<file path="config.mk">
export PLATFORM = sky130hd
export DESIGN_NAME = instr_fetch
export DESIGN_NICKNAME = d
export VERILOG_FILES = /design/src/rtl/instr_fetch.sv
export SDC_FILE = /design/constraint.sdc
export NUM_CORES = 1
export LEC_CHECK = 0
export CAP_MARGIN = 20
export CORE_MARGIN = 3
export CORE_UTILIZATION = 60
export CTS_BUF_LIST = sky130_fd_sc_hd__clkbuf_4
export DETAILED_ROUTE_END_ITERATION = 8
export DONT_BUFFER_PORTS = 1
export GPL_TIMING_DRIVEN = 1
export PLACE_DENSITY = 0.83
export SLEW_MARGIN = 15
export SYNTH_ARGS = -nofsm -noshare
export SYNTH_HDL_FRONTEND = slang
export SYNTH_SLANG_ARGS = --single-unit
export TNS_END_PERCENT = 10
</file>
<file path="constraint.sdc">
create_clock -name clk -period 7 [get_ports clk]
set_input_delay 0.35 -clock clk [delete_from_list [all_inputs] [get_ports clk]]
set_output_delay 0.35 -clock clk [all_outputs]
set_load 0.01 [all_outputs]
</file>
<file path="src/rtl/instr_fetch.sv">
// instr_fetch: watches the PC, reads a synchronous ROM and holds the fetched instruction
module instr_fetch #(
  parameter int D = 12,
  parameter int W = 9,
  parameter int CYCLES = 12,
  parameter logic [W-1:0] HALT_OP = 9'h1FF
) (
  input  logic         clk,
  input  logic         reset,
  input  logic [D-1:0] prog_ctr,
  input  logic [W-1:0] rom_data,
  output logic [D-1:0] rom_addr,
  output logic [W-1:0] instr,
  output logic         instr_valid,
  output logic [3:0]   phase,
  output logic         halted,
  output logic [15:0]  fetch_count
);
  localparam logic [2:0] IDLE = 3'd0;
  localparam logic [2:0] WAIT = 3'd1;
  localparam logic [2:0] CAPT = 3'd2;
  localparam logic [2:0] HOLD = 3'd3;
  localparam logic [2:0] HALT = 3'd4;
  localparam logic [3:0] PMAX = 4'(CYCLES - 1);

  logic [2:0]   state_q, state_d;
  logic [D-1:0] rom_addr_q, rom_addr_d, last_pc_q, last_pc_d;
  logic [W-1:0] instr_q, instr_d;
  logic         valid_q, valid_d, halted_q, halted_d, pc_seen_q, pc_seen_d;
  logic [3:0]   phase_q, phase_d;
  logic [15:0]  count_q, count_d;
  logic         new_pc, load, capture, is_halt;

  // Any non-halted state restarts on a new PC; CAPT captures only when the PC stayed put
  always_comb begin
    new_pc     = !pc_seen_q || prog_ctr != last_pc_q;
    load       = new_pc && state_q != HALT;
    capture    = state_q == CAPT && !new_pc;
    is_halt    = rom_data == HALT_OP;
    state_d    = load ? WAIT : state_q == WAIT ? CAPT : capture ? (is_halt ? HALT : HOLD) : state_q;
    rom_addr_d = load ? prog_ctr : rom_addr_q;
    last_pc_d  = load ? prog_ctr : last_pc_q;
    pc_seen_d  = pc_seen_q | load;
    instr_d    = capture ? rom_data : instr_q;
    valid_d    = capture | (valid_q & !load);
    phase_d    = (capture || load) ? 4'd0 : state_q == HOLD ? (phase_q == PMAX ? phase_q : phase_q + 4'd1) : phase_q;
    halted_d   = halted_q | (capture & is_halt);
    count_d    = count_q + 16'(capture);
  end

  // State registers with synchronous reset that discards any in-flight fetch
  always_ff @(posedge clk) begin
    if (reset) begin
      state_q    <= IDLE;
      rom_addr_q <= '0;
      last_pc_q  <= '0;
      pc_seen_q  <= 1'b0;
      instr_q    <= '0;
      valid_q    <= 1'b0;
      phase_q    <= '0;
      halted_q   <= 1'b0;
      count_q    <= '0;
    end else begin
      state_q    <= state_d;
      rom_addr_q <= rom_addr_d;
      last_pc_q  <= last_pc_d;
      pc_seen_q  <= pc_seen_d;
      instr_q    <= instr_d;
      valid_q    <= valid_d;
      phase_q    <= phase_d;
      halted_q   <= halted_d;
      count_q    <= count_d;
    end
  end

  assign rom_addr    = rom_addr_q;
  assign instr       = instr_q;
  assign instr_valid = valid_q;
  assign phase       = phase_q;
  assign halted      = halted_q;
  assign fetch_count = count_q;
endmodule

</file>
Word level (Yosys, flattened, before mapping)
Index checks and enable logic that the tools add are counted.
{"block": "totals", "in_bits": 23, "output_inout_bits": 43, "register_bits": 47, "word_cells": 42}
{"block": "op_classes", "n_eq_ne": 7, "n_bitwise": 6, "addsub": 2, "reduce_logical": 13, "n_mux": 4}
{"operator": "16-bit by 1-bit adder with 16-bit output", "count": 1}
{"operator": "12-bit != test", "count": 1}
{"operator": "9-bit equality test (second input constant)", "count": 1}
{"operator": "3-bit by 2-bit equality test with 1-bit output (second input constant)", "count": 2}
{"operator": "4-bit by 1-bit adder with 4-bit output (second input constant)", "count": 1}
{"operator": "4-bit equality test (second input constant)", "count": 1}
{"operator": "2-bit two-way mux", "count": 2}
{"operator": "2-bit OR reduction", "count": 2}
{"operator": "3-bit by 1-bit equality test with 1-bit output (second input constant)", "count": 1}
{"operator": "1-bit logical NOT", "count": 3}
{"operator": "3-bit two-way mux", "count": 1}
{"operator": "3-bit != test (second input constant)", "count": 1}
{"operator": "1-bit bitwise OR", "count": 3}
{"operator": "3-bit nonzero test", "count": 1}
{"operator": "3-bit OR reduction", "count": 1}
{"operator": "1-bit bitwise AND", "count": 2}
{"operator": "1-bit logical AND", "count": 2}
{"operator": "1-bit logical OR", "count": 2}
{"operator": "2-bit AND reduction", "count": 1}
{"operator": "2-bit nonzero test", "count": 1}
{"operator": "1-bit two-way mux", "count": 1}
{"operator": "1-bit inverter", "count": 1}

Logic depth before layout (Yosys ltp)
Gate-level depths: netlist of the first run.
{"block": "logic_depth", "ltp_word": 7, "mapped_depth": 11, "mapped_depth_nobuf": 11}

Least setup slack after synthesis of the first run
Ideal clock, no wire load.
{"block": "synth_path", "path_kind": "register to register", "from": "reg last_pc_q[9]", "to": "reg count_q[15], in the netlist fetch_count[15]", "setup_slack_ps": 4705, "synth_period_minus_slack_ps": 2295, "setup_ps": 71, "stages_incl_launch_ff": 12, "arrival_ps": 2224, "t_required_ps": 6929, "cell_sequence": "dfxtp_1 -> xnor2_1 -> nand4_1 -> nor4_1 -> nand2_1 -> inv_1 -> ha_1 -> nand3_1 -> nor2_1 -> nand2b_1 -> or3_1 -> a21oi_1"}
{"block": "synth_via", "elab_chain_len": 5}
{"element": "from (decl)", "line": "27", "rtl": "logic [D-1:0] rom_addr_q, rom_addr_d, last_pc_q, last_pc_d;"}
{"element": "from (signal assigned)", "line": "66", "rtl": "last_pc_q <= last_pc_d;"}
{"element": "12-bit != test", "line": "36", "rtl": "new_pc = !pc_seen_q || prog_ctr != last_pc_q;"}
{"element": "1-bit logical OR", "line": "36"}
{"element": "1-bit logical NOT", "line": "38", "rtl": "capture = state_q == CAPT && !new_pc;"}
{"element": "1-bit logical AND", "line": "38"}
{"element": "via capture", "line": "32", "rtl": "logic new_pc, load, capture, is_halt;"}
{"element": "16-bit by 1-bit adder with 16-bit output", "line": "48", "rtl": "count_d = count_q + 16'(capture);"}
{"element": "to (signal assigned)", "line": "72", "rtl": "count_q <= count_d;"}
{"element": "to (decl)", "line": "31", "rtl": "logic [15:0] count_q, count_d;"}
The timed path passes the listed nets, and every way through them passes these cells.
A chain may end at the register's enable or synchronous reset.

Worst setup path in the final report of the first run
Same ends and word-level chain as after synthesis.

==> results.py, run 1 <==
metrics = {
    "status": {
        "status": "finished clean",
    },
    "timing": {
        "fin_crit_sh": 0.3803,
        "relSlewSlack": 0.5891,
        "tns_ns": 0,
        "tightest_slew_ns": 0.6116,
        "grt_setup_unrepaired": "no",
        "fin_skew_ns": 0.005661,
        "drv_slew": 0,
        "setup_viol": 0,
        "hold_viol_final": 0,
        "max_freq_mhz": 375.6,
        "fin_crit_ns": 2.662,
    },
    "clock_network": {
        "numCtsBuffers": 5,
        "clockBufferDepth": 2,
        "cts.sinks": 47,
        "clkTransAtPathRegs_ns": 0.13,
        "clk-insertion-delay-late_ns": 0.37,
        "cts_root_buf": "clkbuf_4",
        "htreeDepth": 2,
        "cts_tree": "yes",
    },
    "synth": {
        "synth_compound_area_frac": 0.03480,
        "synth_top_family_by_area": "simple AND/OR/NAND/NOR gates",
        "yosys.area_share.simple": 0.2651,
        "netlist_area_sq_um": 2157,
        "ys_ff_latch": 47,
        "synth-async-reset-ratio": 0,
        "ys_seq_area_frac": 0.4362,
        "syn_inst": 234,
        "synth.net_count": 260,
        "yosysWarnings": 0,
        "synth_mux_area_frac": 0.1114,
        "synthDistinctLibCells": 31,
        "synth.avg_cell_area_sq_um": 9.218,
        "yosys.area_share.xor_xnor": 0.1056,
        "synth_edf_count": 0,
        "yosys.area_share.adder": 0.01740,
        "synth_ff_type": "dfxtp_1",
    },
    "grt": {
        "grt.busiest_layer": "met2",
        "gr-total-overflow": 0,
        "met1_usage": 0.2214,
        "grt_util_all_layers": 0.2016,
        "grt_start_max_net_pins": 60,
        "grt_pass1_wl_mm": 6.727,
        "antenna_found_initial": 0,
        "grt_pass1_vias": 1546,
        "met3_usage": 0.1122,
        "grt_use_met2": 0.3242,
    },
    "finish": {
        "final_common_cell": "dfxtp_1",
        "layout_common_cells": "47 x dfxtp_1, 27 x nor2_1, 24 x nand2b_1, 24 x mux2i_1, 18 x xnor2_1",
        "final_cell_area_sq_um": 2285,
        "antenna_cells": 0,
        "stdcell_count": 283,
        "regArea_sq_um": 940.9,
        "syn_to_final_growth_pct": 5.916,
        "drive_gt1_frac": 0.04641,
        "nets": 262,
        "multiInputGateArea_sq_um": 1159,
        "fillers": 274,
        "fin_util": 0.6740,
    },
    "critical_path": {
        "r2r-end": "fetch_count[15]$_SDFF_PP0_",
        "r2r_start": "last_pc_q[9]$_SDFFE_PP0P_",
        "crit_required_ns": 7.31,
        "rrSetupSlack_ns": 4.34,
        "rr_worst_depth": 11,
        "worst-path-max-fanout": 5,
        "critPathArrivalTime_ns": 2.97,
        "startpoint_type": "register",
        "path_class": "reg2reg",
        "end_kind": "register",
    },
    "place": {
        "port_buffers": 0,
        "routabilityCongestion": 0.7838,
        "placedInstanceArea_sq_um": 2195,
        "post-place-cells": 274,
        "dp_hpwl_mm": 2.955,
    },
    "worst_hold_path": {
        "hp-class": "in2reg",
        "min_path_cells": 1,
        "whs_endpoint": "instr[1]$_SDFFE_PP0P_",
        "worstHoldStart": "reset",
    },
    "die": {
        "core_area_sq_um": 3390,
        "initial_utilization": 0.6364,
        "placementRows": 21,
        "die_w_um": 65.96,
        "die_area_sq_um": 4351,
        "die_h_um": 65.96,
        "ios": 66,
    },
    "pwr": {
        "power_mw": 0.4637,
        "ir_worst_vdd_mv": 0.1300,
        "power.density_nw_per_um2": 203.0,
        "p_leak_nw": 0.8802,
    },
    "drt": {
        "finalWirelength_mm": 4.079,
        "vias": 1559,
        "first_pass_iters": 4,
        "wl_per_cell_um": 14.41,
        "antenna_left": 0,
        "viasPerCell": 5.509,
        "drc": 0,
        "drt_iter0_markers": 74,
    },
    "run": {
        "maxCapViolations": 0,
    },
}
cell usage after synthesis (all sizes together), types with 2 or more instances:
| master | count | area (sq um) |
|---|---|---|
| nor2b | 2 | 12.51 |
| xnor2 | 18 | 157.7 |
| a21oi | 7 | 35.03 |
| nor2 | 27 | 101.4 |
| mux2i | 24 | 240.2 |
| or2b | 3 | 22.52 |
| nor3 | 8 | 40.04 |
| nand3 | 11 | 55.05 |
| nand2b | 24 | 150.1 |
| nand4 | 8 | 50.05 |
| xor2 | 8 | 70.07 |
| nand2 | 10 | 37.54 |
| nor4 | 3 | 33.78 |
| or3 | 3 | 18.77 |
| dfxtp | 47 | 940.9 |
| clkbuf | 4 | 15.01 |
| ha | 3 | 37.54 |
| inv | 6 | 22.52 |
| and3 | 2 | 12.51 |
| buf | 4 | 26.28 |
| o21ai | 5 | 25.02 |
cells by family (layout without fill, tap and decap cells):
group                    Yosys count  after routing
AND/OR/NAND/NOR                  106            106
adder cells (fa/ha/maj)            3              3
multiplexers                      24             24
flip-flops                        47             47
XOR/XNOR                          26             26
buffers and inverters             14             17
AO/OA/AOI/OAI                     14             14
worst max-delay path, stage by stage (launching register included):
cell and delay (ns):
dfxtp_1 0.38, xnor2_1 0.28, nand4_1 0.16, nor4_1 0.40
nand2_1 0.13, inv_1 0.07, ha_1 0.16, nand3_1 0.12
nor2_1 0.23, nand2b_1 0.16, or3_1 0.37, a21oi_1 0.14
registers in the layout (all words and copies together) (netlist names):
signal       flops
pc_seen_q        1
instr_valid      1
halted           1
instr            9
fetch_count     16
last_pc_q       12
state_q          3
phase            4
report_power, final:
group | switching [mW] | internal [mW]
clock | 0.0889 | 0.0754
combinational | 0.00958 | 0.0116
sequential | 0.00646 | 0.272
total | 0.105 | 0.359
per-layer routing:
metal,vias up,share of wire
li1,796,-
met1,705,0.41
met2,53,0.48
met3,5,0.10
met4,0,0.0083
met5,-,0
how the worst max path moves through the flow:
stage | end | start | depth (start not counted) | slack, ns
2_1_floorplan | fetch_count[15]$_SDFF_PP0_ | last_pc_q[9]$_SDFFE_PP0P_ | 11 | 4.71
3_3_place_gp | fetch_count[15]$_SDFF_PP0_ | last_pc_q[9]$_SDFFE_PP0P_ | 11 | 4.48
3_5_place_dp | fetch_count[15]$_SDFF_PP0_ | last_pc_q[9]$_SDFFE_PP0P_ | 11 | 4.41
4_1_cts | fetch_count[15]$_SDFF_PP0_ | last_pc_q[9]$_SDFFE_PP0P_ | 11 | 4.35
5_1_grt | fetch_count[13]$_SDFF_PP0_ | last_pc_q[9]$_SDFFE_PP0P_ | 11 | 4.07
6_report | fetch_count[15]$_SDFF_PP0_ | last_pc_q[9]$_SDFFE_PP0P_ | 11 | 4.34
area by class of cell:
cell class	count	area share
Inverter	6	0.009858
Tap cell	46	0.02519
Timing Repair Buffer	3	0.01095
Clock inverter	3	0.01862
Sequential cell	47	0.4118
Multi-Input combinational cell	173	0.5071
Clock buffer	5	0.01643
what timing repair did:
item,4_1_cts,5_1_grt
resized for setup,0,0
endpoints found under the hold margin,0,7
buffers inserted,0,0
hold buffers,0,1
per-stage QoR:
step | hold slack (ns) | setup slack, ns
3_5_place_dp | 0.4279 | 4.412
5_1_grt | -0.002059 | 4.070
4_1_cts | 0.01283 | 4.347
3_3_place_gp | 0.4248 | 4.480
2_1_floorplan | 0.4526 | 4.705
6_report | 0.03654 | 4.338
No activity file was read; power rests on OpenSTA's default activity.
==> run 2: changes to the inputs <==
Settings changed: ABC_AREA set to 1, CORE_UTILIZATION 60 to 59, PLACE_DENSITY 0.83 to 0.85.
Clock period 7 ns to 2.29 ns, I/O delays scaled along.
==> results.py, run 2 <==
metrics = {
    "finish": {
        "final_common_cell": "nand2_1",
        "nets": 436,
        "stdcell_count": 459,
        "fillers": 263,
        "layout_common_cells": "67 x nand2_1, 65 x inv_1, 58 x nor2_1",
        "drive_gt1_frac": 0.2238,
        "largest_register_ffs": 16,
        "antenna_cells": 0,
        "syn_to_final_growth_pct": 24.69,
    },
    "critical_path": {
        "critical_path.cell_chain": "buf_4 -> nand2_2 -> nand4_1 -> nor4_2 -> nand3_1 -> nor2_1 -> ha_2 -> ha_4 -> nand3_2 -> nor2_2 -> nand4_1 -> nor2_4 -> inv_2 -> o21ai_1 -> nor2_1",
        "cpMaxStageDelayCell": "dfxtp_2",
        "path_class": "reg2reg",
        "critPathArrivalTime_ns": 2.52,
        "critPathTopFamily": "simple AND/OR/NAND/NOR gates",
        "end_kind": "register",
        "startpoint_type": "register",
        "worst-path-buf-inv": 2,
        "critical_path.max_stage_delay_ns": 0.35,
        "worst-path-max-fanout": 4,
        "crit_required_ns": 2.56,
    },
    "die": {
        "core_area_sq_um": 3799,
        "die_area_sq_um": 4911,
        "die_h_um": 70.08,
        "ios": 66,
        "die_w_um": 70.08,
        "initial_utilization": 0.6377,
        "placementRows": 22,
    },
    "drt": {
        "vias": 2302,
        "finalWirelength_mm": 5.791,
        "viasPerCell": 5.015,
        "drt_iter0_markers": 110,
        "drc": 0,
        "first_pass_iters": 4,
        "antenna_left": 0,
        "wl_per_cell_um": 12.62,
    },
    "pwr": {
        "ir_worst_vdd_mv": 0.4588,
        "power.density_nw_per_um2": 535.1,
        "p_leak_nw": 1.406,
    },
    "timing": {
        "max_freq_mhz": 444.7,
        "tightest_slew_ns": 0.5711,
        "hold_slack_ns": 0.2153,
        "grt_setup_unrepaired": "yes",
        "fin_skew_ns": 0.01081,
        "relSlewSlack": 0.6188,
        "hold_viol_final": 0,
        "fin_crit_sh": 0.9820,
        "fin_crit_ns": 2.249,
        "postLayoutSetupSlackWorst_ns": 0.04129,
        "drv_slew": 0,
        "setup_viol": 0,
    },
    "clock_network": {
        "htreeDepth": 2,
        "cts_tree": "yes",
        "cts.sinks": 47,
        "numCtsBuffers": 5,
        "cts_root_buf": "clkbuf_4",
        "clockBufferDepth": 2,
        "clkTransAtPathRegs_ns": 0.14,
        "clk-insertion-delay-late_ns": 0.36,
    },
    "grt": {
        "antenna_found_initial": 0,
        "grt_util_all_layers": 0.2379,
        "grt_pass1_wl_mm": 9.715,
        "gr-total-overflow": 0,
        "grt_pass1_vias": 2223,
        "grt_start_max_net_pins": 20,
    },
    "synth": {
        "syn_inst": 367,
        "yosys.area.top_type_share": 0.3884,
        "netlist_area_sq_um": 2422,
        "synth-async-reset-ratio": 0,
        "yosysMostFrequentCell": "nand2_1",
        "yosysTopAreaCell": "dfxtp_1",
        "synth_edf_count": 0,
        "yosysWarnings": 0,
        "synth.net_count": 393,
        "synth_ff_type": "dfxtp_1",
        "ys_seq_area_frac": 0.3884,
        "synth.avg_cell_area_sq_um": 6.600,
        "synthDistinctLibCells": 32,
        "ys_ff_latch": 47,
        "synthTopCellsByCount": "74 x nand2_1, 67 x inv_1, 61 x nor2_1",
        "synthTopCellsByArea": "dfxtp_1 39%, nand2_1 11%, inv_1 10%",
    },
    "place": {
        "routabilityCongestion": 0.8320,
        "dp_hpwl_mm": 3.797,
        "post-place-cells": 427,
        "dp_slack_ns": -0.04802,
        "port_buffers": 0,
    },
    "status": {
        "status": "finished clean",
    },
    "run": {
        "maxCapViolations": 0,
    },
    "worst_hold_path": {
        "hp-class": "in2reg",
    },
}
run 2: cell types whose count changed after synthesis, moves of 11 or more:
| cell | change |
|---|---|
| inv_2 | +11 |
| nor2_1 | +34 |
| xnor2_1 | -16 |
| nand2_1 | +64 |
| inv_1 | +61 |
| mux2i_1 | -24 |
| nand2b_1 | -24 |
| o21ai_0 | +17 |
run 2: timing repair:
item                                   4_1_cts  5_1_grt
endpoints found under the hold margin       31        0
pin swaps                                    7        7
hold buffers                                22        0
setup buffers                                1        1
setup endpoints to repair                    2        9
gates resized for setup                     19       14
run 2: logic make-up (layout without fill, tap and decap cells):
kind of cell             count (synthesis)  after routing  share of synthesized area
XOR/XNOR                                 6              6                    0.02169
adder cells (fa/ha/maj)                  3              3                    0.01550
flip-flops                              47             47                     0.3884
AO/OA/AOI/OAI                           37             37                    0.08110
multiplexers                             1              1                   0.004648
buffers and inverters                   87            131                     0.1410
AND/OR/NAND/NOR                        186            186                     0.3476
run 2: final timing paths:
check,start,to,slack [ns],depth (start not counted)
setup / recovery,last_pc_q[2]$_SDFFE_PP0P_,fetch_count[14]$_SDFF_PP0_,0.04,15
hold / removal,reset,state_q[0]$_SDFFE_PP0P_,0.22,3
setup reg to reg,last_pc_q[2]$_SDFFE_PP0P_,fetch_count[14]$_SDFF_PP0_,0.04,15
hold reg to reg,state_q[1]$_SDFFE_PP0P_,state_q[1]$_SDFFE_PP0P_,0.51,2
run 2: worst register-to-register path: stages (launching register included):
cell and delay, ns:
dfxtp_2 0.35, buf_4 0.13, nand2_2 0.08, nand4_1 0.11, nor4_2 0.15, nand3_1 0.11, nor2_1 0.11, ha_2 0.21
ha_4 0.14, nand3_2 0.09, nor2_2 0.12, nand4_1 0.16, nor2_4 0.17, inv_2 0.05, o21ai_1 0.11, nor2_1 0.06
run 2: area by class of cell:
type,instances,area (sq um),area share
multi-input combinational,233,1221,0.4043
tap,48,60.06,0.01988
clock buffer,5,37.54,0.01243
inverter,80,302.8,0.1002
timing repair buffer,43,377.9,0.1251
sequential,47,953.4,0.3157
clock inverter,3,67.56,0.02237
run 2: layer usage:
metal,vias to the layer above,share of wire,track usage
li1,1192,-,-
met1,1038,0.41,0.2815
met2,65,0.51,0.4281
met3,7,0.066,0.05755
met4,0,0.0092,0.05957
met5,-,0,0
run 2: stage by stage:
stage	util	setup TNS (ns)	power, mW	area [sq um]
5_1_grt	0.7951	-0.6487	1.683	3020
6_report	0.7951	0	1.616	3020
2_1_floorplan	-	0	0.9373	2425
3_5_place_dp	0.6815	-0.04802	0.9686	2589
4_1_cts	0.7816	-0.01431	1.618	2969
3_3_place_gp	0.6815	0	0.9649	2589
run 2: power breakdown:
| group | switching [mW] | internal [mW] | leakage, nW |
|---|---|---|---|
| Combinational | 0.0861 | 0.0733 | 0.970 |
| Clock | 0.274 | 0.339 | 0.0514 |
| Sequential | 0.0114 | 0.832 | 0.385 |
